--- config.mk ---
export PLATFORM = sky130hd
export DESIGN_NAME = sc_result_capture_fifo_flat
export DESIGN_NICKNAME = d
export VERILOG_FILES = /design/src/rtl/sc_result_capture_fifo_if.sv /design/src/rtl/sc_result_capture_fifo.sv /design/src/flat_wrapper.sv
export SDC_FILE = /design/constraint.sdc
export NUM_CORES = 1
export LEC_CHECK = 0
export BUFFER_PORTS_ARGS = -buffer_cell sky130_fd_sc_hd__clkbuf_2
export CAP_MARGIN = 20
export CORE_MARGIN = 1.5
export CORE_UTILIZATION = 45
export DETAILED_ROUTE_END_ITERATION = 10
export HOLD_SLACK_MARGIN = 0.12
export PLACE_DENSITY = 0.62
export SLEW_MARGIN = 20
export SYNTH_ARGS = -nofsm -noshare
export SYNTH_HDL_FRONTEND = slang
export SYNTH_SLANG_ARGS = --single-unit
--- constraint.sdc ---
create_clock -name SC_RESULTCAPTURE_CLOCK_50 -period 5.4 [get_ports SC_RESULTCAPTURE_CLOCK_50]
set_clock_uncertainty 0.1 [all_clocks]
set_input_delay 0.27 -clock SC_RESULTCAPTURE_CLOCK_50 [delete_from_list [all_inputs] [get_ports SC_RESULTCAPTURE_CLOCK_50]]
set_output_delay 0.27 -clock SC_RESULTCAPTURE_CLOCK_50 [all_outputs]
set_load 0.01 [all_outputs]
--- src/rtl/sc_result_capture_fifo_if.sv ---
// Result-capture bus: the producer-side strobe, the datapath word and its flags,
// the consumer read handshake and the FIFO status outputs. clear_InHigh is carried here too.
// The slave modport is the FIFO. The master modport is the state machine plus
// the downstream consumer.
interface sc_result_capture_fifo_if #(
    parameter int DATAWIDTH_BUS       = 16,
    parameter int DATAWIDTH_FIFO_ADDR = 3
);
    // Producer side: capture strobe, datapath word, active-low ALU flags
    logic                           SC_RESULTCAPTURE_clear_InHigh;
    logic                           SC_RESULTCAPTURE_capture_InLow;
    logic [DATAWIDTH_BUS-1:0]       SC_RESULTCAPTURE_data_InBUS;
    logic                           SC_RESULTCAPTURE_overflow_InLow;
    logic                           SC_RESULTCAPTURE_carry_InLow;
    logic                           SC_RESULTCAPTURE_negative_InLow;
    logic                           SC_RESULTCAPTURE_zero_InLow;

    // Consumer side: read handshake, head entry and status
    logic                           SC_RESULTCAPTURE_read_InHigh;
    logic [DATAWIDTH_BUS-1:0]       SC_RESULTCAPTURE_data_OutBUS;
    logic [3:0]                     SC_RESULTCAPTURE_flags_OutBUS;
    logic                           SC_RESULTCAPTURE_valid_OutHigh;
    logic                           SC_RESULTCAPTURE_full_OutHigh;
    logic [DATAWIDTH_FIFO_ADDR:0]   SC_RESULTCAPTURE_count_OutBUS;
    logic                           SC_RESULTCAPTURE_dropped_OutHigh;

    modport master (
        output SC_RESULTCAPTURE_clear_InHigh,
        output SC_RESULTCAPTURE_capture_InLow,
        output SC_RESULTCAPTURE_data_InBUS,
        output SC_RESULTCAPTURE_overflow_InLow,
        output SC_RESULTCAPTURE_carry_InLow,
        output SC_RESULTCAPTURE_negative_InLow,
        output SC_RESULTCAPTURE_zero_InLow,
        output SC_RESULTCAPTURE_read_InHigh,
        input  SC_RESULTCAPTURE_data_OutBUS,
        input  SC_RESULTCAPTURE_flags_OutBUS,
        input  SC_RESULTCAPTURE_valid_OutHigh,
        input  SC_RESULTCAPTURE_full_OutHigh,
        input  SC_RESULTCAPTURE_count_OutBUS,
        input  SC_RESULTCAPTURE_dropped_OutHigh
    );

    modport slave (
        input  SC_RESULTCAPTURE_clear_InHigh,
        input  SC_RESULTCAPTURE_capture_InLow,
        input  SC_RESULTCAPTURE_data_InBUS,
        input  SC_RESULTCAPTURE_overflow_InLow,
        input  SC_RESULTCAPTURE_carry_InLow,
        input  SC_RESULTCAPTURE_negative_InLow,
        input  SC_RESULTCAPTURE_zero_InLow,
        input  SC_RESULTCAPTURE_read_InHigh,
        output SC_RESULTCAPTURE_data_OutBUS,
        output SC_RESULTCAPTURE_flags_OutBUS,
        output SC_RESULTCAPTURE_valid_OutHigh,
        output SC_RESULTCAPTURE_full_OutHigh,
        output SC_RESULTCAPTURE_count_OutBUS,
        output SC_RESULTCAPTURE_dropped_OutHigh
    );
endinterface

--- src/rtl/sc_result_capture_fifo.sv ---
// Result capture FIFO: stores {datapath word, active-high ALU flags} on each
// active-low capture strobe into a show-ahead FIFO. The FIFO is drained through
// a valid/read handshake. A capture that arrives while the FIFO is full is lost.
// Each lost capture is remembered in a sticky dropped flag.
module sc_result_capture_fifo #(
    parameter int DATAWIDTH_BUS       = 16,
    parameter int FIFO_DEPTH          = 8,
    parameter int DATAWIDTH_FIFO_ADDR = 3
) (
    input  logic                      SC_RESULTCAPTURE_CLOCK_50,
    input  logic                      SC_RESULTCAPTURE_RESET_InHigh,
    sc_result_capture_fifo_if.slave   resultBus
);

    localparam int ENTRY_WIDTH = DATAWIDTH_BUS + 4;

    localparam logic [DATAWIDTH_FIFO_ADDR-1:0] PTR_ONE    = DATAWIDTH_FIFO_ADDR'(1);
    localparam logic [DATAWIDTH_FIFO_ADDR:0]   COUNT_ONE  = (DATAWIDTH_FIFO_ADDR + 1)'(1);
    localparam logic [DATAWIDTH_FIFO_ADDR:0]   FULL_COUNT = (DATAWIDTH_FIFO_ADDR + 1)'(FIFO_DEPTH);

    // One stored entry: datapath word followed by the flags, already active-high
    typedef struct packed {
        logic [DATAWIDTH_BUS-1:0] data;
        logic                     overflow;
        logic                     carry;
        logic                     negative;
        logic                     zero;
    } entry_t;

    entry_t                          storage [FIFO_DEPTH];
    logic [DATAWIDTH_FIFO_ADDR-1:0]  wrPtr;
    logic [DATAWIDTH_FIFO_ADDR-1:0]  rdPtr;
    logic [DATAWIDTH_FIFO_ADDR:0]    count;
    logic                            dropped;

    logic                            isValid;
    logic                            isFull;
    logic                            captureReq;
    logic                            popEn;
    logic                            pushEn;
    logic                            dropEvent;
    entry_t                          newEntry;
    entry_t                          headEntry;

    // Status is a function of the registered occupancy only
    assign isValid    = (count != '0);
    assign isFull     = (count == FULL_COUNT);

    // Handshake decode. A read with nothing stored is ignored.
    // A full FIFO still accepts a push when the head is popped in the same cycle.
    assign captureReq = ~resultBus.SC_RESULTCAPTURE_capture_InLow;
    assign popEn      = isValid & resultBus.SC_RESULTCAPTURE_read_InHigh;
    assign pushEn     = captureReq & (~isFull | popEn);
    assign dropEvent  = captureReq & isFull & ~popEn;

    // Flags are turned active-high at write time so consumers never see the polarity
    assign newEntry.data     = resultBus.SC_RESULTCAPTURE_data_InBUS;
    assign newEntry.overflow = ~resultBus.SC_RESULTCAPTURE_overflow_InLow;
    assign newEntry.carry    = ~resultBus.SC_RESULTCAPTURE_carry_InLow;
    assign newEntry.negative = ~resultBus.SC_RESULTCAPTURE_negative_InLow;
    assign newEntry.zero     = ~resultBus.SC_RESULTCAPTURE_zero_InLow;

    // Storage write on an accepted push; a flush discards the capture
    // NOTE: the storage array has no reset. Its contents are don't-care because
    // pointers and count are reset, and leaving it unreset keeps it mappable to RAM.
    always_ff @(posedge SC_RESULTCAPTURE_CLOCK_50) begin
        if (pushEn && !resultBus.SC_RESULTCAPTURE_clear_InHigh) begin
            storage[wrPtr] <= newEntry;
        end
    end

    // Pointer, occupancy and sticky-drop state; the flush wins over push and pop
    // NOTE: all state here uses non-blocking assignments. That way every register
    // samples the pre-edge values, regardless of statement order.
    always_ff @(posedge SC_RESULTCAPTURE_CLOCK_50 or posedge SC_RESULTCAPTURE_RESET_InHigh) begin
        if (SC_RESULTCAPTURE_RESET_InHigh) begin
            wrPtr   <= '0;
            rdPtr   <= '0;
            count   <= '0;
            dropped <= 1'b0;
        end else if (resultBus.SC_RESULTCAPTURE_clear_InHigh) begin
            wrPtr   <= '0;
            rdPtr   <= '0;
            count   <= '0;
            dropped <= 1'b0;
        end else begin
            if (pushEn) begin
                wrPtr <= wrPtr + PTR_ONE;
            end
            if (popEn) begin
                rdPtr <= rdPtr + PTR_ONE;
            end
            if (pushEn && !popEn) begin
                count <= count + COUNT_ONE;
            end else if (popEn && !pushEn) begin
                count <= count - COUNT_ONE;
            end
            if (dropEvent) begin
                dropped <= 1'b1;
            end
        end
    end

    // Show-ahead head selection. Outputs are forced to zero while the FIFO is empty.
    // NOTE: every always_comb output gets a default first, so no path can infer a latch.
    always_comb begin
        headEntry = '0;
        if (isValid) begin
            headEntry = storage[rdPtr];
        end
    end

    assign resultBus.SC_RESULTCAPTURE_data_OutBUS     = headEntry.data;
    assign resultBus.SC_RESULTCAPTURE_flags_OutBUS    = {headEntry.overflow, headEntry.carry,
                                                         headEntry.negative, headEntry.zero};
    assign resultBus.SC_RESULTCAPTURE_valid_OutHigh   = isValid;
    assign resultBus.SC_RESULTCAPTURE_full_OutHigh    = isFull;
    assign resultBus.SC_RESULTCAPTURE_count_OutBUS    = count;
    assign resultBus.SC_RESULTCAPTURE_dropped_OutHigh = dropped;

endmodule
--- src/flat_wrapper.sv ---
// flat-port wrapper written by rule: the top's interface ports become plain ports
module sc_result_capture_fifo_flat 
#(
    parameter int DATAWIDTH_BUS       = 16,
    parameter int FIFO_DEPTH          = 8,
    parameter int DATAWIDTH_FIFO_ADDR = 3
)
  (SC_RESULTCAPTURE_CLOCK_50, SC_RESULTCAPTURE_RESET_InHigh, resultBus_SC_RESULTCAPTURE_clear_InHigh, resultBus_SC_RESULTCAPTURE_capture_InLow, resultBus_SC_RESULTCAPTURE_data_InBUS, resultBus_SC_RESULTCAPTURE_overflow_InLow, resultBus_SC_RESULTCAPTURE_carry_InLow, resultBus_SC_RESULTCAPTURE_negative_InLow, resultBus_SC_RESULTCAPTURE_zero_InLow, resultBus_SC_RESULTCAPTURE_read_InHigh, resultBus_SC_RESULTCAPTURE_data_OutBUS, resultBus_SC_RESULTCAPTURE_flags_OutBUS, resultBus_SC_RESULTCAPTURE_valid_OutHigh, resultBus_SC_RESULTCAPTURE_full_OutHigh, resultBus_SC_RESULTCAPTURE_count_OutBUS, resultBus_SC_RESULTCAPTURE_dropped_OutHigh);
  sc_result_capture_fifo_if #(.DATAWIDTH_BUS(DATAWIDTH_BUS), .DATAWIDTH_FIFO_ADDR(DATAWIDTH_FIFO_ADDR)) resultBus_i ();
  input  logic SC_RESULTCAPTURE_CLOCK_50;
  input  logic SC_RESULTCAPTURE_RESET_InHigh;
  input wire logic [$bits(resultBus_i.SC_RESULTCAPTURE_clear_InHigh)-1:0] resultBus_SC_RESULTCAPTURE_clear_InHigh;
  input wire logic [$bits(resultBus_i.SC_RESULTCAPTURE_capture_InLow)-1:0] resultBus_SC_RESULTCAPTURE_capture_InLow;
  input wire logic [$bits(resultBus_i.SC_RESULTCAPTURE_data_InBUS)-1:0] resultBus_SC_RESULTCAPTURE_data_InBUS;
  input wire logic [$bits(resultBus_i.SC_RESULTCAPTURE_overflow_InLow)-1:0] resultBus_SC_RESULTCAPTURE_overflow_InLow;
  input wire logic [$bits(resultBus_i.SC_RESULTCAPTURE_carry_InLow)-1:0] resultBus_SC_RESULTCAPTURE_carry_InLow;
  input wire logic [$bits(resultBus_i.SC_RESULTCAPTURE_negative_InLow)-1:0] resultBus_SC_RESULTCAPTURE_negative_InLow;
  input wire logic [$bits(resultBus_i.SC_RESULTCAPTURE_zero_InLow)-1:0] resultBus_SC_RESULTCAPTURE_zero_InLow;
  input wire logic [$bits(resultBus_i.SC_RESULTCAPTURE_read_InHigh)-1:0] resultBus_SC_RESULTCAPTURE_read_InHigh;
  output wire logic [$bits(resultBus_i.SC_RESULTCAPTURE_data_OutBUS)-1:0] resultBus_SC_RESULTCAPTURE_data_OutBUS;
  output wire logic [$bits(resultBus_i.SC_RESULTCAPTURE_flags_OutBUS)-1:0] resultBus_SC_RESULTCAPTURE_flags_OutBUS;
  output wire logic [$bits(resultBus_i.SC_RESULTCAPTURE_valid_OutHigh)-1:0] resultBus_SC_RESULTCAPTURE_valid_OutHigh;
  output wire logic [$bits(resultBus_i.SC_RESULTCAPTURE_full_OutHigh)-1:0] resultBus_SC_RESULTCAPTURE_full_OutHigh;
  output wire logic [$bits(resultBus_i.SC_RESULTCAPTURE_count_OutBUS)-1:0] resultBus_SC_RESULTCAPTURE_count_OutBUS;
  output wire logic [$bits(resultBus_i.SC_RESULTCAPTURE_dropped_OutHigh)-1:0] resultBus_SC_RESULTCAPTURE_dropped_OutHigh;
  assign resultBus_i.SC_RESULTCAPTURE_clear_InHigh = resultBus_SC_RESULTCAPTURE_clear_InHigh;
  assign resultBus_i.SC_RESULTCAPTURE_capture_InLow = resultBus_SC_RESULTCAPTURE_capture_InLow;
  assign resultBus_i.SC_RESULTCAPTURE_data_InBUS = resultBus_SC_RESULTCAPTURE_data_InBUS;
  assign resultBus_i.SC_RESULTCAPTURE_overflow_InLow = resultBus_SC_RESULTCAPTURE_overflow_InLow;
  assign resultBus_i.SC_RESULTCAPTURE_carry_InLow = resultBus_SC_RESULTCAPTURE_carry_InLow;
  assign resultBus_i.SC_RESULTCAPTURE_negative_InLow = resultBus_SC_RESULTCAPTURE_negative_InLow;
  assign resultBus_i.SC_RESULTCAPTURE_zero_InLow = resultBus_SC_RESULTCAPTURE_zero_InLow;
  assign resultBus_i.SC_RESULTCAPTURE_read_InHigh = resultBus_SC_RESULTCAPTURE_read_InHigh;
  assign resultBus_SC_RESULTCAPTURE_data_OutBUS = resultBus_i.SC_RESULTCAPTURE_data_OutBUS;
  assign resultBus_SC_RESULTCAPTURE_flags_OutBUS = resultBus_i.SC_RESULTCAPTURE_flags_OutBUS;
  assign resultBus_SC_RESULTCAPTURE_valid_OutHigh = resultBus_i.SC_RESULTCAPTURE_valid_OutHigh;
  assign resultBus_SC_RESULTCAPTURE_full_OutHigh = resultBus_i.SC_RESULTCAPTURE_full_OutHigh;
  assign resultBus_SC_RESULTCAPTURE_count_OutBUS = resultBus_i.SC_RESULTCAPTURE_count_OutBUS;
  assign resultBus_SC_RESULTCAPTURE_dropped_OutHigh = resultBus_i.SC_RESULTCAPTURE_dropped_OutHigh;
  sc_result_capture_fifo #(.DATAWIDTH_BUS(DATAWIDTH_BUS), .FIFO_DEPTH(FIFO_DEPTH), .DATAWIDTH_FIFO_ADDR(DATAWIDTH_FIFO_ADDR)) u_core (.SC_RESULTCAPTURE_CLOCK_50(SC_RESULTCAPTURE_CLOCK_50), .SC_RESULTCAPTURE_RESET_InHigh(SC_RESULTCAPTURE_RESET_InHigh), .resultBus(resultBus_i));
endmodule
==> results of run 1 <==
==> sequential cells by signal, summed over array words and instances (netlist names) <==
name	count
u_core.resultBus.SC_RESULTCAPTURE_dropped_OutHigh	1
u_core.wrPtr	3
u_core.resultBus.SC_RESULTCAPTURE_count_OutBUS	4
u_core.storage	160
u_core.rdPtr	3
==> kinds of logic (layout without fill, tap and decap cells) <==
family	Yosys count	after routing	synth area share (%)
buffers and inverters	34	125	2.112
multiplexers	63	63	16.48
XOR/XNOR	6	6	0.7649
adder cells (fa/ha/maj)	5	5	1.020
AO/OA/AOI/OAI	13	13	1.511
AND/OR/NAND/NOR	61	61	4.188
flip-flops	171	171	73.93
==> metal layers <==
layer	routed length, µm	GRT usage (%)	vias to the layer above
met2	6169	27.26	65
met1	5600	22.61	1771
met3	375	3.669	16
met4	198	7.302	0
met5	0	0	-
li1	-	-	1558
==> power by group through the flow <==
| stage | Sequential, µW | Combinational (µW) | Clock [µW] |
|---|---|---|---|
| finish | 1580 | 886 | 1120 |
| global route | 1600 | 978 | 1200 |
| CTS | 1590 | 910 | 1150 |
| detailed placement | 1620 | 894 | 0 |
| global placement | 1610 | 884 | 0 |
| floorplan | 1550 | 670 | 0 |
==> layout make-up <==
type	count	area, µm²	share of cell area [%]
sequential	171	5082	62.40
multi-input combinational	148	1700	20.88
tap	184	230.2	2.826
clock inverter	9	98.84	1.214
inverter	12	45.04	0.5530
clock buffer	21	440.4	5.407
timing repair buffer	83	548.0	6.728
==> synthesized netlist by cell type, types with 3 or more instances <==
library cell / instances
a21oi_1: 4
buf_1: 4
buf_2: 8
clkbuf_1: 9
dfrtp_1: 11
edfxtp_1: 160
ha_1: 4
inv_1: 12
mux2i_1: 22
mux4_2: 40
nand2_1: 5
nand2b_1: 3
nand3_1: 4
nor2_1: 32
nor3_1: 6
nor4_1: 3
xnor2_1: 3
xor2_1: 3
==> worst reg2reg max path, delay by kind of cell (launching register included) <==
kind	cells	cell delay, ns
flops	1	0.51
compound gates	1	0.09
buf+inv	1	0.42
simple gates	3	1.49
==> repair_timing <==
item                                    in CTS  in global routing
endpoints found under the setup margin       0                  0
hold buffers                                21                  0
hold endpoints to repair                   171                  0
==> final timing paths <==
kind / endpoint / slack [ns]
setup / recovery: resultBus_SC_RESULTCAPTURE_data_OutBUS[10] / 2.24
hold / removal: u_core.rdPtr[1] / 0.18
setup reg to reg: u_core.storage[0][3] / 2.47
hold reg to reg: flop / 0.42
max in group asynchronous: u_core.rdPtr[1] / 4.56
min in group asynchronous: asynchronous set/reset pin / 0.29
==> stage by stage <==
step	setup slack, ns	hold WS [ns]	std cells	power [µW]	utilization, %
after floorplan	1.673	0.02244	353	2223	-
after global placement	2.476	0.1869	577	2497	50.22
after detailed placement	2.424	0.1967	577	2511	50.26
after CTS	2.082	0.1602	628	3646	55.35
after global routing	1.966	0.2017	628	3778	55.41
final	2.241	0.1818	628	3592	55.41
==> key figures, run 1 <==
Layout
  – N_diodes: 0
  – Most common cell after layout, fill and taps aside: edfxtp_1
  – P&R area growth vs syn: 18.54%
  – Most frequent cells in the layout: edfxtp_1, clkbuf_2, mux4_2
  – Layout cells sized above 1: 32.43%
  – Final nets: about 460
  – Fill cells: approximately 1.1k
  – Post-route cell area: around 8000 µm²

Power and ir drop
  – Pleak: about 0.0027 µW
  – VDD IR-drop max: around 0.23 mV
  – Switching Share: between 20% and 30%
  – P_sw: between 900 and 1000 µW
  – PwrDens: around 440 nW/µm²
  – Cell-internal power: 2596 µW
  – Clock Power Share: a little under a third
  – Combinational share of power: around a quarter
  – Flop pwr share: between 40% and 50%

Die
  – Starting Density: 46.75%
  – Chip Width: 126.6 µm
  – # rows: 44
  – Io pins: 52
  – Core region area: 14700 µm²
  – DIE AREA: 16020 µm²
  – DIE HEIGHT: around 130 µm

Clock tree
  – H-tree depth: 4
  – Worst skew pair latency: 0.41 ns
  – Post-CTS Resized: 0
  – TritonCTS Buffers: 17
  – Worst-path clk slew: 0.06 ns
  – Clk buf depth: 2
  – Post-CTS Setup Inserts: 0
  – Root buf cell: clkbuf_16
  – CTS tree: yes
  – Clock sinks: between 150 and 200

STA
  – Final Hold Fails: 0
  – RSZ-0062 raised after global routing: no
  – Final Max Tran Viols: 0
  – Minimum clock period: 3.159 ns
  – Setup TNS: 0 ns
  – Post-route clock period utilization: between 50% and 60%
  – Slew @ Worst Pin: slightly below 1 ns
  – Achievable frequency: roughly 320 MHz
  – Final count of negative-setup-slack endpoints: 0
  – Rel. slew slack: roughly 33%

Global routing
  – GRT Total Usage: roughly 17%
  – First-pass GRT wire length: roughly 20000 µm
  – Initial antenna violation count: 0
  – Vias in the first global route: 3579
  – Gr ovfl total: 0
  – Largest net degree at the start of global routing: 43

Setup path
  – Slowest CP cell: dfrtp_2
  – Crit. End Element: output port
  – WP depth: 5
  – Worst reg2reg path depth: 5
  – CP arrival: between 2 and 3 ns
  – Crit path buffers/inverters: 2
  – Crit-path max FO: 27
  – Crit Path Category: reg2out
  – WP data required: between 5 and 6 ns
  – Worst setup path start: u_core.rdPtr[0]
  – Critical Path Start Type: flop
  – Critical Path Max Stage Delay: 0.95 ns
  – Cell chain of the critical path: buf_4 -> mux4_2 -> mux2i_1 -> nor2_1 -> clkbuf_2
  – Cell class contributing the biggest share of worst-path delay: flip-flops

Run status
  – Status: complete, no violations

Synthesis
  – Largest area contributor in the netlist: edfxtp_1
  – Post-synth top area share: between 60% and 70%
  – #FFs+latches synth: between 150 and 200
  – Synth Cell Area: ~6900 µm²
  – Gate Count Post-Synth: around 350
  – YS warnings: 0
  – Mapped Nets: 383
  – Sequential area share after synthesis: approximately 74%
  – Synth cell types: 36
  – EDFF count, synth: 160
  – Most common flop cell mapped by yosys: edfxtp_1
  – Synth area leaders: edfxtp_1, mux4_2, dfrtp_1
  – Async S/R FF share, synth: about 6.4%
  – Avg Cell Area, Syn: 19.47 µm²

Place
  – Final HPWL DP: roughly 7200 µm
  – GPL Wtd Cong: 0.7165
  – PortBufs: 51
  – Dpl cell area: 7387 µm²

Detailed routing
  – 1st-pass router iterations: 4
  – Routed wire length: 12340 µm
  – Vias per cell: 5.430
  – DRC errors left: 0
  – Via count: roughly 3.4k
  – Drt first-iter violations: just over 200
  – Drt wl/cell: roughly 20 µm
  – Final ANT Viol Nets: 0

Hold path
  – Min-Delay Path Depth: 3
  – Hold Path Class: in2reg
  – HP Start: resultBus_SC_RESULTCAPTURE_read_InHigh

Run
  – MaxCap Viol Count: 0
Note: power is estimated with default switching activity, not from simulation.
==> run 2: changes to the inputs <==
Clock period 5.4 ns to 3.3 ns, I/O delays scaled along.
==> run 2 against run 1 <==
Compared with the run above:
- die area unchanged
- final cell count rose by 1.3%
- wire length increased by 3.2%
- register-to-register slack lost 1.9 ns
- worst setup slack got worse by 1.7 ns
- sequential power grew 61%
- critical endpoint is now u_core.storage[4][5]
- largest cell class unchanged
- highest routed layer unchanged
==> key figures, run 2 (same netlist as run 1, synthesis figures left out) <==
Global routing
  – Vias in the first global route: 3544 (-0.98%)
  – GRT Total Usage: 17.17% (+0.21 points)
  – First-pass GRT wire length: 20000 µm (+0.69%)
  – Gr ovfl total: 0 (unchanged)
  – Initial antenna violation count: 0 (unchanged)
  – Largest net degree at the start of global routing: 43 (unchanged)

Run status
  – Status: complete, no violations

Setup path
  – Crit-path max FO: 13 (-52%)
  – WP data required: 3.31 ns (-1.72 ns)
  – Slowest CP cell: nor3_2
  – Cell class contributing the biggest share of worst-path delay: simple AND/OR/NAND/NOR gates
  – WP depth: 5 (unchanged)
  – Crit path buffers/inverters: 1 (-1)
  – Crit Path Category: reg2reg
  – Critical Path Start Type: flop
  – Critical Path Max Stage Delay: 0.65 ns (-0.30 ns)
  – CP arrival: 2.73 ns (-0.06 ns)
  – Cell chain of the critical path: or4b_1 -> o21ai_4 -> or2_2 -> nor3_2 -> buf_4
  – Crit. End Element: flop
  – Worst reg2reg path depth: 5 (unchanged)

Layout
  – Most common cell after layout, fill and taps aside: edfxtp_1
  – P&R area growth vs syn: 20.34%
  – N_diodes: 0 (unchanged)
  – Fill cells: 1097 (-2.9%)
  – Layout cells sized above 1: 33.85% (+1.4 points)
  – Largest register FFs: 160 (unchanged)
  – Final nets: 469 (+1.3%)
  – Most frequent cells in the layout: edfxtp_1, clkbuf_2, mux4_2
  – Top reg by flops: u_core.storage

Detailed routing
  – Drt wl/cell: 20.02 µm (+1.9%)
  – Routed wire length: 12730 µm (+3.2%)
  – Final ANT Viol Nets: 0 (unchanged)
  – DRC errors left: 0 (unchanged)
  – Vias per cell: 5.410 (-0.36%)
  – Via count: 3441 (+0.91%)
  – 1st-pass router iterations: 4 (unchanged)
  – Drt first-iter violations: 157 (-24%)

Clock tree
  – Worst skew pair latency: 0.42 ns (about the same)
  – Worst-path clk slew: 0.06 ns (about the same)
  – Post-CTS Resized: 0 (unchanged)
  – Root buf cell: clkbuf_16
  – Clock sinks: 171 (unchanged)
  – TritonCTS Buffers: 17 (unchanged)
  – H-tree depth: 4 (unchanged)
  – # hold bufs at CTS: 23 (+9.5%)
  – Post-CTS Setup Inserts: 0 (unchanged)
  – Clk buf depth: 2 (unchanged)
  – CTS tree: yes

Place
  – Final HPWL DP: 7409 µm (+3.2%)
  – GPL Wtd Cong: 0.7318 (+2.1%)
  – PortBufs: 51 (unchanged)
  – Pre-CTS setup slack: 0.5565 ns (-1.867 ns)

STA
  – Minimum clock period: approximately 2.7 ns
  – Final count of negative-setup-slack endpoints: 0 (unchanged)
  – Final Hold Fails: 0 (unchanged)
  – RSZ-0062 raised after global routing: no
  – Achievable frequency: between 300 and 400 MHz
  – Post-route clock period utilization: 82.41%
  – Slew @ Worst Pin: 0.8179 ns (-0.1767 ns)
  – Min Hold Slack: 0.1302 ns (-0.05164 ns)
  – Fin worst setup slack: 0.5805 ns (-1.660 ns)
  – Setup TNS: 0 ns (unchanged)
  – Final Max Tran Viols: 0 (unchanged)
  – Rel. slew slack: 45.18% (+12 points)

Die
  – Core region area: 14700 µm² (unchanged)
  – DIE AREA: 16020 µm² (unchanged)
  – Starting Density: 46.75% (unchanged)
  – # rows: 44 (unchanged)
  – Io pins: 52 (unchanged)
  – DIE HEIGHT: 126.6 µm (unchanged)
  – Chip Width: 126.6 µm (unchanged)

Power and ir drop
  – Pleak: 0.002800 µW (+1.9%)
  – PwrDens: 734.4 nW/µm² (+67%)
  – VDD IR-drop max: 0.3401 mV (+49%)

Run
  – MaxCap Viol Count: 0 (unchanged)

Hold path
  – Hold Path Class: in2reg
  – Min-Delay Path Depth: 2 (-1)
-- run 2: changes by cell type in the layout (fill, tap and decap cells not counted), moves of 2 or more --
cell | previous run | this run
inv_6 | 1 | 3
clkbuf_1 | 4 | 0
clkinvlp_4 | 1 | 4
buf_4 | 11 | 14
dlygate4sd3_1 | 21 | 23
-- run 2: path summary, 6_finish.rpt --
path	start	end	slack [ns]
worst max-delay path	flop	u_core.storage[4][5]	0.58
worst min-delay path	resultBus_SC_RESULTCAPTURE_clear_InHigh	u_core.rdPtr[1]	0.13
worst max register to register	flop	u_core.storage[4][5]	0.58
worst min register to register	flop	flop	0.41
max in group asynchronous	SC_RESULTCAPTURE_RESET_InHigh	u_core.rdPtr[0]	2.58
min in group asynchronous	SC_RESULTCAPTURE_RESET_InHigh	asynchronous set/reset pin	0.18
-- run 2: power breakdown --
group          internal [µW]  switching (µW)
logic                    738             798
clock network           1190             802
registers               2450            98.1
total                   4370            1700
-- run 2: layout make-up --
type	count	area (µm²)	share of cell area, %
flip-flops and latches	171	5081	61.45
clock buffers	17	425.4	5.145
clock inverters	15	172.7	2.088
well taps	184	230.2	2.784
repair buffers	89	610.6	7.384
multi-input cells	148	1704	20.61
inverters	12	45.04	0.5447
-- run 2: routing by layer --
metal	track usage [%]	routed length, µm	up-vias
li1	-	-	1577
met1	24.04	5967	1779
met2	26.55	6135	76
met3	4.808	523	9
met4	5.206	106	0
met5	0	0	-
-- run 2: stage by stage --
stage,std cells,utilization (%),power (µW),cell area (µm²)
2_1_floorplan,353,-,3639,6884
3_3_place_gp,581,50.62,4138,7441
3_5_place_dp,581,50.62,4150,7441
4_1_cts,636,56.26,6172,8269
5_1_grt,636,56.26,6381,8269
6_report,636,56.26,6073,8269
==> run 3: changes to the inputs <==
Settings changed: PLACE_DENSITY 0.62 to 0.64.
Clock period 3.3 ns to 2.4 ns, I/O delays scaled along.
==> run 3 against run 2 <==
Compared with the run above:
- fmax increased by 18%
- first-iteration DRC count increased by 18%
- die area unchanged
- critical path depth increased by 1
- design area increased by 4.3%
- critical path type unchanged
- largest cell class unchanged
- largest power group unchanged
==> key figures, run 3 (same netlist as run 1, synthesis figures left out) <==
Die
  – Chip Width: 126.6 µm (unchanged)
  – # rows: 44 (unchanged)
  – Io pins: 52 (unchanged)
  – Starting Density: 46.75% (unchanged)
  – DIE HEIGHT: 126.6 µm (unchanged)
  – DIE AREA: 16020 µm² (unchanged)
  – Core region area: 14700 µm² (unchanged)

Global routing
  – Initial antenna violation count: 0 (unchanged)
  – Vias in the first global route: 3876 (+9.4%)
  – Largest net degree at the start of global routing: 43 (unchanged)
  – Gr ovfl total: 0 (unchanged)
  – First-pass GRT wire length: 20960 µm (+4.8%)
  – GRT Total Usage: 18.03% (+0.86 points)

Setup path
  – RR Endpoint: u_core.storage[0][3]
  – Flop-to-flop setup slack: 0.10 ns (-0.48 ns)
  – Critical Path End: u_core.storage[0][3]
  – Crit. End Element: flop
  – Critical Path Start Type: flop
  – CP arrival: 2.32 ns (-0.41 ns)
  – Worst reg2reg path depth: 6 (+1)
  – Crit-path max FO: 15 (+2)
  – Crit Path Category: reg2reg
  – WP data required: 2.42 ns (-0.89 ns)

Detailed routing
  – Final ANT Viol Nets: 0 (unchanged)
  – Drt first-iter violations: 186 (+18%)
  – 1st-pass router iterations: 4 (unchanged)
  – DRC errors left: 0 (unchanged)
  – Via count: 3540 (+2.9%)
  – Vias per cell: 5.364 (-0.86%)
  – Routed wire length: 13160 µm (+3.4%)
  – Drt wl/cell: 19.94 µm (-0.37%)

Power and ir drop
  – Design Power: 8698 µW (+43%)
  – Pleak: 0.002960 µW (+5.7%)
  – PwrDens: 1008 nW/µm² (+37%)
  – VDD IR-drop max: 0.6400 mV (+88%)

STA
  – Slew @ Worst Pin: 0.6407 ns (-0.1772 ns)
  – Post-route clock period utilization: 95.80% (+13 points)
  – Achievable frequency: 435.0 MHz (+18%)
  – Final count of negative-setup-slack endpoints: 0 (unchanged)
  – Minimum clock period: 2.299 ns (-0.4204 ns)
  – Rel. slew slack: 57.24% (+12 points)
  – Final Max Tran Viols: 0 (unchanged)
  – RSZ-0062 raised after global routing: no
  – Fin worst setup slack: 0.1009 ns (-0.4796 ns)
  – Final Hold Fails: 0 (unchanged)

Run
  – MaxCap Viol Count: 0 (unchanged)

Place
  – PortBufs: 51 (unchanged)
  – DP Cell Count: 596 (+2.6%)
  – Final HPWL DP: 7885 µm (+6.4%)
  – GPL Wtd Cong: 0.7593 (+3.8%)
  – Pre-CTS setup slack: -0.08515 ns (-0.6416 ns)

Layout
  – N_diodes: 0 (unchanged)
  – Largest register FFs: 160 (unchanged)
  – Layout cells sized above 1: 36.97% (+3.1 points)
  – Most frequent cells in the layout: edfxtp_1, clkbuf_2, mux4_2
  – Fill cells: 1080 (-1.5%)
  – Top reg by flops: u_core.storage
  – Most common cell after layout, fill and taps aside: edfxtp_1
  – Area of the multi-input gates: 1762 µm² (+3.4%)
  – FF+latch area: 5081 µm² (unchanged)
  – Final nets: 493 (+5.1%)
  – P&R area growth vs syn: 25.55%
  – Final core occ: 58.69% (+2.4 points)
  – Non-filler instance count after layout: 660 (+3.8%)

Clock tree
  – CTS tree: yes
  – TritonCTS Buffers: 17 (unchanged)
  – Root buf cell: clkbuf_16
  – Worst-path clk slew: 0.06 ns (about the same)
  – H-tree depth: 4 (unchanged)
  – Clock sinks: 171 (unchanged)
  – Worst skew pair latency: 0.43 ns (about the same)
  – Clk buf depth: 2 (unchanged)

Run status
  – Status: complete, no violations

Hold path
  – Hold Path Class: in2async
-- run 3: layout make-up --
| cell class | instances | share of cell area, % |
|---|---|---|
| Inverter | 12 | 0.5221 |
| Sequential cell | 171 | 58.90 |
| Clock inverter | 13 | 2.030 |
| Timing Repair Buffer | 113 | 10.44 |
| Clock buffer | 19 | 5.018 |
| Tap cell | 184 | 2.669 |
| Multi-Input combinational cell | 148 | 20.42 |
-- run 3: where the power goes --
group	switching, µW	internal, µW	leakage, µW	total, µW
combinational	1270	1200	0.00109	2480
clock	1070	1730	0.000283	2800
sequential	56.2	3370	0.00159	3420
total	2400	6300	0.00296	8700
-- run 3: stage by stage --
stage	setup TNS (ns)	hold WS [ns]	cell area, µm²
after detailed placement	-0.3062	0.03866	7685
after global placement	-0.1423	0.01737	7685
after CTS	0	0.1287	8622
final	0	0.1315	8627
after floorplan	-6.425	-0.1276	6940
after global routing	0	0.1792	8627
-- run 3: metal layers --
layer / global-route usage, % / share of wire [%]
met3: 5.230 / 4.2
met4: 5.882 / 1.2
met5: 0 / 0
met2: 29.70 / 50
met1: 23.27 / 44
-- run 3: worst min path at each step --
stage                                        startpoint                          to  slack [ns]  depth (start not counted)
after global routing      SC_RESULTCAPTURE_RESET_InHigh  asynchronous set/reset pin        0.18                          3
after detailed placement  SC_RESULTCAPTURE_RESET_InHigh             u_core.rdPtr[1]        0.04                          2
after CTS                 SC_RESULTCAPTURE_RESET_InHigh  asynchronous set/reset pin        0.13                          3
final                     SC_RESULTCAPTURE_RESET_InHigh  asynchronous set/reset pin        0.13                          3
after global placement    SC_RESULTCAPTURE_RESET_InHigh             u_core.rdPtr[2]        0.02                          2
after floorplan           SC_RESULTCAPTURE_RESET_InHigh             u_core.rdPtr[0]       -0.13                          1
-- run 3: critical path: stages, from the launching register on --
cell and delay (ns):
dfrtp_1 0.38, or4b_4 0.25, o21ai_4 0.06, or2_4 0.26, buf_4 0.16, nor4_4 0.53
buf_12 0.25
-- run 3: repair_timing --
| action | CTS | global route |
|---|---|---|
| buffers inserted | 9 | 0 |
| hold buffers | 24 | 0 |
| pin swaps | 3 | 2 |
| endpoints found under the hold margin | 182 | 0 |
| gates resized for setup | 5 | 3 |
| endpoints found under the setup margin | 10 | 3 |
